$ cat src/rtl/uart_bridge_pkg.sv
// Shared types and constants for the UART FIFO bridge.
package uart_bridge_pkg;

    typedef struct packed {
        logic       valid;
        logic [7:0] data;
    } opt_byte_t;

    typedef enum logic [1:0] {TX_IDLE, TX_START, TX_DATA, TX_STOP} tx_state_e;
    typedef enum logic [1:0] {RX_IDLE, RX_START, RX_DATA, RX_STOP} rx_state_e;

    localparam int unsigned FRAME_BITS = 10;
    localparam int unsigned DATA_BITS  = FRAME_BITS - 2;

endpackage

$ cat src/rtl/uart_sync_fifo.sv
// Synchronous FIFO; push is accepted when full if a pop happens in the same cycle.
module uart_sync_fifo #(
    parameter int unsigned WIDTH = 8,
    parameter int unsigned DEPTH = 8
) (
    input  logic             clk,
    input  logic             rst_n,
    input  logic             push,
    input  logic [WIDTH-1:0] push_data,
    input  logic             pop,
    output logic             full,
    output logic             empty,
    output logic [WIDTH-1:0] head
);

    localparam int unsigned AW = $clog2(DEPTH);

    logic [WIDTH-1:0] mem [DEPTH];
    logic [AW-1:0]    wr_ptr;
    logic [AW-1:0]    rd_ptr;
    logic [AW:0]      count;
    logic             do_push;
    logic             do_pop;

    assign full    = (count == (AW+1)'(DEPTH));
    assign empty   = (count == '0);
    assign head    = mem[rd_ptr];
    assign do_pop  = pop && !empty;
    assign do_push = push && (!full || do_pop);

    always_ff @(posedge clk or negedge rst_n) begin
        if (!rst_n) begin
            wr_ptr <= '0;
            rd_ptr <= '0;
            count  <= '0;
        end else begin
            if (do_push) wr_ptr <= wr_ptr + AW'(1);
            if (do_pop)  rd_ptr <= rd_ptr + AW'(1);
            count <= count + (AW+1)'(do_push) - (AW+1)'(do_pop);
        end
    end

    always_ff @(posedge clk) begin
        if (do_push) mem[wr_ptr] <= push_data;
    end

endmodule

$ cat src/rtl/uart_fifo_bridge.sv
// Core-facing UART bridge: TX/RX FIFOs around an 8N1 serialiser and deserialiser.
// Define UART_LOOPBACK_EN to add the loopback input (TX fed back into RX internally).
module uart_fifo_bridge
    import uart_bridge_pkg::*;
#(
    parameter int unsigned CLKS_PER_BIT = 217,
    parameter int unsigned TX_DEPTH     = 8,
    parameter int unsigned RX_DEPTH     = 8
) (
    input  logic       CLK,
    input  logic       RST_N,
    input  logic [8:0] write_byte_in,
    output logic       write_ready,
    input  logic       read_req,
    output logic [8:0] read_byte_out,
    input  logic       clear_err,
    input  logic       line_in,
    output logic       line_out,
    output logic [2:0] status
`ifdef UART_LOOPBACK_EN
    ,
    input  logic       loopback
`endif
);

    localparam int unsigned    TW        = $clog2(CLKS_PER_BIT);
    localparam logic [TW-1:0]  BIT_LAST  = TW'(CLKS_PER_BIT - 1);
    localparam logic [TW-1:0]  HALF_LAST = TW'(CLKS_PER_BIT / 2 - 1);
    localparam logic [2:0]     IDX_LAST  = 3'(DATA_BITS - 1);

    opt_byte_t     wr;
    logic          tx_push, tx_pop, tx_full, tx_empty;
    logic [7:0]    tx_head;
    tx_state_e     tx_state_q, tx_state_d;
    logic [TW-1:0] tx_timer_q, tx_timer_d;
    logic [2:0]    tx_idx_q, tx_idx_d;
    logic [7:0]    tx_shreg_q, tx_shreg_d;
    logic          tx_bit, tx_line, tx_busy;

    logic          rx_src, sync1, sync2, rx_prev;
    logic          rx_push, rx_full, rx_empty;
    logic [7:0]    rx_head;
    rx_state_e     rx_state_q, rx_state_d;
    logic [TW-1:0] rx_timer_q, rx_timer_d;
    logic [2:0]    rx_idx_q, rx_idx_d;
    logic [7:0]    rx_shreg_q, rx_shreg_d;
    logic          frame_set, overrun_set, frame_err, overrun;

    assign wr            = opt_byte_t'(write_byte_in);
    assign write_ready   = !tx_full;
    assign tx_push       = wr.valid && write_ready;
    assign tx_busy       = (tx_state_q != TX_IDLE);
    assign read_byte_out = rx_empty ? 9'h000 : {1'b1, rx_head};
    assign status        = {overrun, frame_err, tx_busy};
    assign overrun_set   = rx_push && rx_full && !read_req;

`ifdef UART_LOOPBACK_EN
    assign rx_src   = loopback ? tx_line : line_in;
    assign line_out = loopback ? 1'b1 : tx_line;
`else
    assign rx_src   = line_in;
    assign line_out = tx_line;
`endif

    uart_sync_fifo #(.WIDTH(8), .DEPTH(TX_DEPTH)) u_tx_fifo (
        .clk(CLK), .rst_n(RST_N), .push(tx_push), .push_data(wr.data), .pop(tx_pop),
        .full(tx_full), .empty(tx_empty), .head(tx_head)
    );

    uart_sync_fifo #(.WIDTH(8), .DEPTH(RX_DEPTH)) u_rx_fifo (
        .clk(CLK), .rst_n(RST_N), .push(rx_push), .push_data(rx_shreg_q), .pop(read_req),
        .full(rx_full), .empty(rx_empty), .head(rx_head)
    );

    always_comb begin
        tx_state_d = tx_state_q;
        tx_timer_d = tx_timer_q + TW'(1);
        tx_idx_d   = tx_idx_q;
        tx_shreg_d = tx_shreg_q;
        tx_pop     = 1'b0;
        tx_bit     = 1'b1;
        case (tx_state_q)
            TX_IDLE: begin
                tx_timer_d = '0;
                if (!tx_empty) begin
                    tx_pop     = 1'b1;
                    tx_shreg_d = tx_head;
                    tx_state_d = TX_START;
                end
            end
            TX_START: begin
                tx_bit = 1'b0;
                if (tx_timer_q == BIT_LAST) begin
                    tx_timer_d = '0;
                    tx_idx_d   = '0;
                    tx_state_d = TX_DATA;
                end
            end
            TX_DATA: begin
                tx_bit = tx_shreg_q[tx_idx_q];
                if (tx_timer_q == BIT_LAST) begin
                    tx_timer_d = '0;
                    if (tx_idx_q == IDX_LAST) tx_state_d = TX_STOP;
                    else                      tx_idx_d   = tx_idx_q + 3'd1;
                end
            end
            TX_STOP: begin
                if (tx_timer_q == BIT_LAST) begin
                    tx_timer_d = '0;
                    // Chain straight into the next frame when data is waiting
                    if (!tx_empty) begin
                        tx_pop     = 1'b1;
                        tx_shreg_d = tx_head;
                        tx_state_d = TX_START;
                    end else begin
                        tx_state_d = TX_IDLE;
                    end
                end
            end
            default: tx_state_d = TX_IDLE;
        endcase
    end

    always_ff @(posedge CLK or negedge RST_N) begin
        if (!RST_N) begin
            tx_state_q <= TX_IDLE;
            tx_timer_q <= '0;
            tx_idx_q   <= '0;
            tx_shreg_q <= '0;
            tx_line    <= 1'b1;
        end else begin
            tx_state_q <= tx_state_d;
            tx_timer_q <= tx_timer_d;
            tx_idx_q   <= tx_idx_d;
            tx_shreg_q <= tx_shreg_d;
            tx_line    <= tx_bit;
        end
    end

    always_comb begin
        rx_state_d = rx_state_q;
        rx_timer_d = rx_timer_q + TW'(1);
        rx_idx_d   = rx_idx_q;
        rx_shreg_d = rx_shreg_q;
        rx_push    = 1'b0;
        frame_set  = 1'b0;
        case (rx_state_q)
            RX_IDLE: begin
                rx_timer_d = '0;
                if (rx_prev && !sync2) rx_state_d = RX_START;
            end
            RX_START: begin
                if (rx_timer_q == HALF_LAST) begin
                    rx_timer_d = '0;
                    rx_idx_d   = '0;
                    rx_state_d = sync2 ? RX_IDLE : RX_DATA;
                end
            end
            RX_DATA: begin
                if (rx_timer_q == BIT_LAST) begin
                    rx_timer_d = '0;
                    rx_shreg_d = {sync2, rx_shreg_q[7:1]};
                    if (rx_idx_q == IDX_LAST) rx_state_d = RX_STOP;
                    else                      rx_idx_d   = rx_idx_q + 3'd1;
                end
            end
            RX_STOP: begin
                if (rx_timer_q == BIT_LAST) begin
                    rx_timer_d = '0;
                    rx_state_d = RX_IDLE;
                    rx_push    = sync2;
                    frame_set  = !sync2;
                end
            end
            default: rx_state_d = RX_IDLE;
        endcase
    end

    always_ff @(posedge CLK or negedge RST_N) begin
        if (!RST_N) begin
            sync1      <= 1'b1;
            sync2      <= 1'b1;
            rx_prev    <= 1'b1;
            rx_state_q <= RX_IDLE;
            rx_timer_q <= '0;
            rx_idx_q   <= '0;
            rx_shreg_q <= '0;
            frame_err  <= 1'b0;
            overrun    <= 1'b0;
        end else begin
            sync1      <= rx_src;
            sync2      <= sync1;
            rx_prev    <= sync2;
            rx_state_q <= rx_state_d;
            rx_timer_q <= rx_timer_d;
            rx_idx_q   <= rx_idx_d;
            rx_shreg_q <= rx_shreg_d;
            if (frame_set)      frame_err <= 1'b1;
            else if (clear_err) frame_err <= 1'b0;
            if (overrun_set)    overrun   <= 1'b1;
            else if (clear_err) overrun   <= 1'b0;
        end
    end

endmodule

$ cat config.mk
export PLATFORM = sky130hd
export DESIGN_NAME = uart_fifo_bridge
export DESIGN_NICKNAME = d
export VERILOG_FILES = /design/src/rtl/uart_bridge_pkg.sv /design/src/rtl/uart_sync_fifo.sv /design/src/rtl/uart_fifo_bridge.sv
export SDC_FILE = /design/constraint.sdc
export NUM_CORES = 1
export LEC_CHECK = 0
export ABC_AREA = 1
export CAP_MARGIN = 20
export CELL_PAD_IN_SITES_DETAIL_PLACEMENT = 0
export CELL_PAD_IN_SITES_GLOBAL_PLACEMENT = 1
export CORE_MARGIN = 3
export CORE_UTILIZATION = 29
export CTS_CLUSTER_DIAMETER = 60
export CTS_CLUSTER_SIZE = 14
export DETAILED_ROUTE_END_ITERATION = 10
export PLACE_DENSITY_LB_ADDON = 0.1
export REMOVE_ABC_BUFFERS = 1
export SLEW_MARGIN = 20
export SYNTH_ARGS = -nofsm -noshare
export SYNTH_HDL_FRONTEND = slang
export SYNTH_SLANG_ARGS = --single-unit
export TNS_END_PERCENT = 30
$ cat constraint.sdc
create_clock -name CLK -period 2.51 [get_ports CLK]
set_input_delay 0.251 -clock CLK [delete_from_list [all_inputs] [get_ports CLK]]
set_output_delay 0.251 -clock CLK [all_outputs]
set_load 0.01 [all_outputs]
==> results of run 1 <==
==> metal layers <==
metal  GRT usage (%)  vias up  share of wire (%)
li1                -     2834                  -
met1            14.4     2672                 47
met2            20.0       53                 49
met3            2.08       15                2.1
met4            3.62        0                1.2
met5               0        -                  0
==> per-stage QoR <==
step / hold WS [ps] / TNS, ps / utilization, %
after floorplan: -44.6 / 0 / -
after global placement: 347 / 0 / 32.7
after detailed placement: 351 / 0 / 32.7
after CTS: 212 / 0 / 34.8
after global routing: 208 / -104 / 34.9
final: 237 / 0 / 34.9
==> critical path, stage by stage, from the launching register on <==
cell and delay (ps):
dfrtp_1 380, buf_4 180, inv_1 70, buf_4 150
o21ai_0 90, o22ai_1 140, nor2_1 70, nor2_1 130
clkdlybuf4s50_1 540
==> state kept, by name (all words and copies together) (netlist names), named ones only <==
register          count
frame_err             1
line_out              1
overrun               1
rx_idx_q              3
rx_prev               1
rx_shreg_q            8
rx_state_q            1
rx_timer_q            8
sync1                 1
sync2                 1
tx_idx_q              3
tx_shreg_q            8
tx_state_q            2
tx_timer_q            8
u_rx_fifo.count       4
u_rx_fifo.mem        64
u_rx_fifo.rd_ptr      3
u_rx_fifo.wr_ptr      3
u_tx_fifo.count       4
u_tx_fifo.mem        64
u_tx_fifo.rd_ptr      3
u_tx_fifo.wr_ptr      3
==> power by group through the flow <==
stage | logic (W) | clock network (W) | registers, W
detailed placement | 0.00250 | 0 | 0.00404
floorplan | 0.00151 | 0 | 0.00406
CTS | 0.00251 | 0.00280 | 0.00398
global route | 0.00280 | 0.00295 | 0.00402
global placement | 0.00244 | 0 | 0.00403
finish | 0.00244 | 0.00272 | 0.00398
==> cells in the final DEF, fill, tap and decap left out, types with 6 or more instances in the layout <==
cell type	Yosys	routed
o21ai_1	37	37
dlymetal6s2s_1	0	6
buf_4	4	28
inv_6	0	6
edfxtp_1	128	128
o211ai_1	10	10
o21ai_0	65	65
o22ai_1	8	7
a21oi_1	8	8
ha_1	29	28
inv_2	13	13
nand2_1	140	139
xnor2_1	7	7
clkdlybuf4s50_1	0	19
nor2_1	155	155
nand3_1	20	20
dfrtp_1	64	64
inv_1	59	59
clkbuf_16	0	18
==> final cells by class <==
type,instances,area [um^2],area share [%]
flip-flops and latches,196,5550,54.6
inverters,73,277,2.72
repair buffers,56,509,5.01
clock inverters,12,116,1.14
multi-input cells,525,2770,27.2
clock buffers,20,468,4.60
well taps,384,480,4.72
==> worst min path at each step <==
stage	start	to	slack [ps]	depth (start not counted)
floorplan	RST_N	asynchronous set/reset pin	-40	0
global placement	sync1	sync2	350	0
detailed placement	sync1	sync2	350	0
CTS	line_in	sync1	210	1
global route	line_in	sync1	210	1
finish	line_in	sync1	240	1
==> what timing repair did <==
action	CTS	global route
hold endpoints to repair	19	0
pin swaps	1	2
hold buffers	1	0
setup endpoints to repair	7	9
resized for setup	3	10
==> cells by family (layout without fill, tap and decap cells) <==
kind of cell             count (synthesis)  count (layout)  synth area share, %
AO/OA/AOI/OAI                          142             142                 9.21
buffers and inverters                   99             161                 4.79
XOR/XNOR                                12              12                 1.20
AND/OR/NAND/NOR                        340             340                 16.5
flip-flops                             196             196                 63.6
adder cells (fa/ha/maj)                 31              31                 4.62
==> results.cfg, run 1 <==
[placement]
dp.cells = 1233
dp_hpwl_mm = 11.9
dp_slack_ps = 130
io_buffers = 27
dpl-instance-area_um2 = 9540
place_congestion = 0.733

[worst_setup_path]
regToRegSetupSlack_ps = 190
worstSetupStartpoint = u_rx_fifo.rd_ptr[1]
cp.arrival_ps = 2180
cp.required_ps = 2260
start_kind = register
critPathKind = register to output port
cp_max_fo = 12
crit_end = read_byte_out[1]
reg2reg_from = tx_timer_q[0]
endpoint_kind = output port
worstReg2RegEnd = u_tx_fifo.count[2]
r2r.worst_path.cells = 14

[routing]
drcViolationCount = 0
wl_per_cell_um = 14.2
wl_mm = 18.0
vias = 5574
antenna_left = 0
avgViaCountPerCell = 4.40
dr.pass1.iters = 4
drt_iter0_markers = 341

[global_routing]
grt_usage_pct = 11.5
grt_antenna_before_repair = 0
grt_pass1_vias = 5761
overflow = 0
grt_max_degree = 69
grt_pass1_wl_mm = 30.0

[cts]
clock_tree.buffer_depth = 2
cts_root_buffer = clkbuf_16
clk_latency_ps = 430
cts.htree.levels = 4
post-cts-setup-buffers = 0
cts_buffers = 17
cts_sinks = 196
path_clk_slew_ps = 80
cts_tree = built

[logic_synthesis]
synth_area_um2 = 8720
yosysSeqAreaShare_pct = 63.6
async_flop_share_pct = 34.7
synthCells = 820
synth-seq-cells = 196
synth_ff_type = edfxtp_1
yosys.area.top_type = edfxtp_1
synth_edf_count = 128
yosysMostFrequentCell = nor2_1
ys_top_cells_by_area = edfxtp_1 44%, dfrtp_1 18%, nor2_1 6.7%, nand2_1 6.0%, ha_1 4.2%
yosysWarnings = 0
synth_common_cells = 155 x nor2_1, 140 x nand2_1, 128 x edfxtp_1, 65 x o21ai_0, 64 x dfrtp_1
synthDominantCellAreaShare_pct = 44.1
synthDistinctLibCells = 40
syn_avg_cell_area_um2 = 10.6

[sta]
slew_violations = 0
fin_skew_ps = 12.1
fmax_ghz = 0.411
setup_slack_ps = 77.6
maxSlewHeadroom_pct = 38.5
rsz0062_at_grt = true
hold_viol = 0
tightestPinTransition_ps = 922
period_needed_ps = 2430
finalCritPeriodShare_pct = 96.9
setup_violations = 0

[finish]
area_delta_synth_final_pct = 16.6
nNetsFinal = 914
n_fill_cell = 2892
num_antenna_cells = 0
instances_no_fill = 1266
final_cell_area_um2 = 10200
drive_gt1_share_pct = 12.8

[floorplanning]
io_pins = 28
die_x_um = 179
core-area_um2 = 29200
die_y_um = 179
rows = 62
die-area_um2 = 32200
start_util_pct = 29.9

[flow_run]
max_cap_violations = 0

[status]
status = finished clean

[power_and_ir_drop]
irDropWorstVdd_mv = 0.322
p_switching_w = 0.00290
p_seq_share_pct = 43.6
power_w = 0.00913
switching_share_pct = 31.7
p_leak_nw = 4.31
pwr_density_cell_nw_per_um2 = 898
pwr-share-comb_pct = 26.7
power_frac_clock_pct = 29.7
p_int_w = 0.00623

[min_path]
min_path_type = input port to register
No activity file was read; power rests on OpenSTA's default activity.
==> run 2, diff against run 1 <==
- CORE_ASPECT_RATIO: not set -> 0.5
==> run 2 against run 1 <==
  * Via count is 0.68% higher
  * Sequential cell count unchanged
  * Core utilization increased by 0.10 points
  * Total power grew 2.8%
  * Clock-buffer cell count decreased by 3
  * Sequential power about the same
  * Clock power increased by 7%
  * Critical path depth shrank 2
  * Sequential share of layout area is 0.36 points lower
  * Final cell count rose by 0.63%
  * Register-to-register slack worse by 30 ps
  * Cell area increased by 0.70%
  * Critical path type unchanged
  * Critical endpoint unchanged
  * Largest power group unchanged
==> results.cfg, run 2 (synthesis gave the netlist of run 1 again) <==
[global_routing]
overflow = 0
grt_usage_pct = 12.6
grt_max_degree = 50
grt_antenna_before_repair = 0
grt_pass1_wl_mm = 30.8
grt_pass1_vias = 5573

[floorplanning]
core-area_um2 = 29300
die_y_um = 129
die-area_um2 = 32300
rows = 44
io_pins = 28
die_x_um = 251
start_util_pct = 29.8

[worst_setup_path]
start_kind = register
endpoint_kind = output port
critPathKind = register to output port
cp.arrival_ps = 2130
r2r.worst_path.cells = 14
cp_max_fo = 25
cp.required_ps = 2260

[placement]
dpl-instance-area_um2 = 9570
dp_slack_ps = 88.5
dp_hpwl_mm = 11.9
io_buffers = 27
place_congestion = 0.734

[power_and_ir_drop]
irDropWorstVdd_mv = 0.513
p_int_w = 0.00640
pwr-share-comb_pct = 26.3
switching_share_pct = 31.8
power_w = 0.00939
p_leak_nw = 4.29
power_frac_clock_pct = 31.1
pwr_density_cell_nw_per_um2 = 916
p_switching_w = 0.00298
p_seq_share_pct = 42.6

[finish]
mostFrequentLayoutCells = 154 x nor2_1, 139 x nand2_1, 128 x edfxtp_1, 65 x o21ai_0, 62 x dfrtp_1
area_delta_synth_final_pct = 17.4
num_antenna_cells = 0
final_cell_area_um2 = 10200
nNetsFinal = 915
drive_gt1_share_pct = 13.1
reg_top3 = u_rx_fifo.mem: 64 flops, u_tx_fifo.mem: 64 flops
utilization_pct = 35.0
layout_commonest_cell = nor2_1

[cts]
path_clk_slew_ps = 80
cts_buffers = 17
cts.htree.levels = 4
cts_root_buffer = clkbuf_16
clk_latency_ps = 450
cts_sinks = 196
cts_tree = built
clock_tree.buffer_depth = 2

[sta]
tightestPinTransition_ps = 583
period_needed_ps = 2380
maxSlewHeadroom_pct = 61.1
setup_violations = 0
rsz0062_at_grt = true
slew_violations = 0
hold_viol = 0
fin_skew_ps = 11.8
fmax_ghz = 0.420
setup_slack_ps = 131
finalCritPeriodShare_pct = 94.8

[routing]
wl_mm = 18.9
vias = 5612
avgViaCountPerCell = 4.41
drcViolationCount = 0
wl_per_cell_um = 14.9
drt_iter0_markers = 252
antenna_left = 0
dr.pass1.iters = 4

[flow_run]
max_cap_violations = 0

[min_path]
min_path_type = input port to register
hold_path_depth = 1

[status]
status = finished clean
[run 2: cell count changes in the layout (fill, tap and decap cells not counted), moves of 2 or more]
cell,before,now
bufinv_16,1,3
dfrtp_2,0,2
clkdlybuf4s50_1,19,22
dfrtp_1,64,62
inv_6,6,4
inv_8,0,2
dlymetal6s2s_1,6,4
clkinv_2,2,0
buf_4,28,24
clkinv_4,1,5
buf_6,0,4
[run 2: path summary, 6_finish.rpt]
check,start,endpoint,slack (ps)
min,line_in,sync1,210
max reg2reg,tx_timer_q[0],u_tx_fifo.count[2],160
min reg2reg,sync1,sync2,360
max,u_rx_fifo.rd_ptr[1],read_byte_out[1],130
min in group asynchronous,RST_N,u_rx_fifo.rd_ptr[1],220
max in group asynchronous,RST_N,line_out,1670
[run 2: what timing repair did]
| action | 4_1_cts | 5_1_grt |
|---|---|---|
| resized for setup | 5 | 12 |
| setup endpoints to repair | 7 | 9 |
| hold buffers | 1 | 0 |
| pin swaps | 0 | 1 |
| hold endpoints to repair | 19 | 0 |
| buffers inserted | 0 | 0 |
[run 2: power groups by stage]
stage / logic [W] / clock network, W / registers [W]
6_report: 0.00247 / 0.00292 / 0.00400
5_1_grt: 0.00285 / 0.00315 / 0.00404
4_1_cts: 0.00255 / 0.00302 / 0.00399
3_5_place_dp: 0.00251 / 0 / 0.00405
3_3_place_gp: 0.00249 / 0 / 0.00405
2_1_floorplan: 0.00151 / 0 / 0.00406
[run 2: routing by layer]
metal | track usage (%) | wire length, um
met5 | 0 | 0
met4 | 3.06 | 169
met3 | 3.58 | 597
met2 | 21.3 | 9010
met1 | 16.1 | 9160
[run 2: layout make-up]
type / instances / area (um^2)
inverter: 73 / 282
fill: 2964 / 19000
multi-input combinational: 525 / 2760
sequential: 196 / 5550
tap: 391 / 489
timing repair buffer: 57 / 541
clock buffer: 17 / 425
clock inverter: 15 / 194
[run 2: through the flow]
stage          std cells  hold slack [ps]  TNS [ps]
5_1_grt             1274              178     -55.9
3_5_place_dp        1241              160         0
2_1_floorplan        794            -44.6         0
6_report            1274              210         0
3_3_place_gp        1241              159         0
4_1_cts             1274              186         0
[run 2: worst max-delay path: stages (launching register included)]
cell and delay (ps):
dfrtp_1 380, buf_6 230, o21ai_0 120, o22ai_1 170, nor2_1 70, nor2_2 170, clkdlybuf4s50_1 550
==> run 3, diff against run 2 <==
- CORE_ASPECT_RATIO: 0.5 -> 1.4
==> run 3 against run 2 <==
  * Routed wire length shrank 3.3%
  * Final cell count shrank 0.63%
  * Largest cell class unchanged
  * Hold slack improved by 5.0 ps
  * Critical endpoint is now read_byte_out[0]
==> results.cfg, run 3 (synthesis gave the netlist of run 1 again) <==
[sta]
fmax_ghz = 0.424
maxSlewHeadroom_pct = 53.1
tightestPinTransition_ps = 703
fin_skew_ps = 9.68
period_needed_ps = 2360
setup_slack_ps = 153
rsz0062_at_grt = true
slew_violations = 0
finalCritPeriodShare_pct = 93.9
hold_viol = 0
finalSetupTns_ps = 0
whs_ps = 215
setup_violations = 0

[floorplanning]
die_x_um = 153
core-area_um2 = 29400
io_pins = 28
rows = 74
die-area_um2 = 32200
start_util_pct = 29.6
die_y_um = 211

[routing]
drt_iter0_markers = 342
drcViolationCount = 0
dr.pass1.iters = 4
antenna_left = 0
avgViaCountPerCell = 4.48
vias = 5676
wl_per_cell_um = 14.5
wl_mm = 18.3

[cts]
cts_buffers = 17
clk_latency_ps = 440
cts_tree = built
cts.htree.levels = 4
path_clk_slew_ps = 70
cts_root_buffer = clkbuf_16
cts_sinks = 196
clock_tree.buffer_depth = 2

[finish]
area_delta_synth_final_pct = 16.5
drive_gt1_share_pct = 13.1
mostFrequentLayoutCells = 155 x nor2_1, 139 x nand2_1, 128 x edfxtp_1, 65 x o21ai_0, 64 x dfrtp_1
final_cell_area_um2 = 10200
instances_no_fill = 1266
nNetsFinal = 919
layout_commonest_cell = nor2_1
num_antenna_cells = 0
reg_top3 = u_rx_fifo.mem: 64 flops, u_tx_fifo.mem: 64 flops

[placement]
dp_slack_ps = 43.3
dp_hpwl_mm = 12.9
place_congestion = 0.728
dp.cells = 1231
dpl-instance-area_um2 = 9560
io_buffers = 27

[power_and_ir_drop]
pwr_density_cell_nw_per_um2 = 890
irDropWorstVdd_mv = 0.488
p_leak_nw = 4.24

[global_routing]
overflow = 0
grt_usage_pct = 12.0
grt_antenna_before_repair = 0
grt_pass1_vias = 5967
grt_pass1_wl_mm = 30.8
grt_max_degree = 43

[worst_setup_path]
cp.arrival_ps = 2110
cp.required_ps = 2260
critPathKind = register to output port
cp_max_fo = 9
start_kind = register
endpoint_kind = output port

[status]
status = finished clean

[min_path]
min_path_type = input port to register

[flow_run]
max_cap_violations = 0
==> run 3: changes by cell type in the layout (fill, tap and decap cells not counted), moves of 3 or more <==
cell / previous run / this run
dlymetal6s2s_1: 4 / 1
bufinv_16: 3 / 0
buf_4: 24 / 31
clkdlybuf4s50_1: 22 / 25
buf_6: 4 / 1
==> run 3: metrics by stage <==
step / utilization, % / power [W]
6_report: 34.5 / 0.00904
4_1_cts: 34.4 / 0.00921
2_1_floorplan: - / 0.00558
3_3_place_gp: 32.5 / 0.00651
5_1_grt: 34.5 / 0.00969
3_5_place_dp: 32.5 / 0.00657
==> run 3: repair_timing <==
action | 4_1_cts | 5_1_grt
hold buffers | 1 | 0
endpoints found under the setup margin | 0 | 10
resized for setup | 0 | 6
endpoints found under the hold margin | 40 | 0
setup buffers | 0 | 3
==> run 3: metal layers <==
layer | vias to the layer above | GRT usage (%) | wire (um)
met5 | - | 0 | 0
met1 | 2730 | 13.4 | 7570
li1 | 2846 | - | -
met2 | 77 | 22.6 | 9920
met4 | 0 | 5.10 | 420
met3 | 23 | 1.93 | 403
==> run 3: where the power goes <==
group | internal, W | switching (W)
Clock | 0.00130 | 0.00129
Sequential | 0.00377 | 0.000218
Combinational | 0.00104 | 0.00143
Total | 0.00611 | 0.00293
==> run 3: critical path, cell delays in order (launching register included) <==
cell	delay, ps
dfrtp_1	330
inv_1	70
ha_1	230
nand3_4	100
buf_4	190
nand2_1	70
nor2_1	130
clkdlybuf4s50_1	550
==> run 3: path summary, 6_finish.rpt <==
check / cells after the start / slack (ps) / start / end
min in group asynchronous: 2 / 350 / RST_N / u_tx_fifo.count[2]
worst max-delay path: 7 / 150 / u_rx_fifo.count[2] / read_byte_out[0]
worst max register to register: 14 / 170 / tx_timer_q[0] / u_tx_fifo.count[1]
worst min-delay path: 1 / 220 / line_in / sync1
worst min register to register: 0 / 350 / sync1 / sync2
max in group asynchronous: 3 / 1490 / RST_N / sync1
==> run 3: cell type report <==
type | count | area, um^2
clock buffer | 18 | 429
clock inverter | 13 | 118
fill | 2958 | 19300
inverter | 73 | 277
multi-input combinational | 525 | 2760
sequential | 196 | 5550
tap | 380 | 475
timing repair buffer | 61 | 552
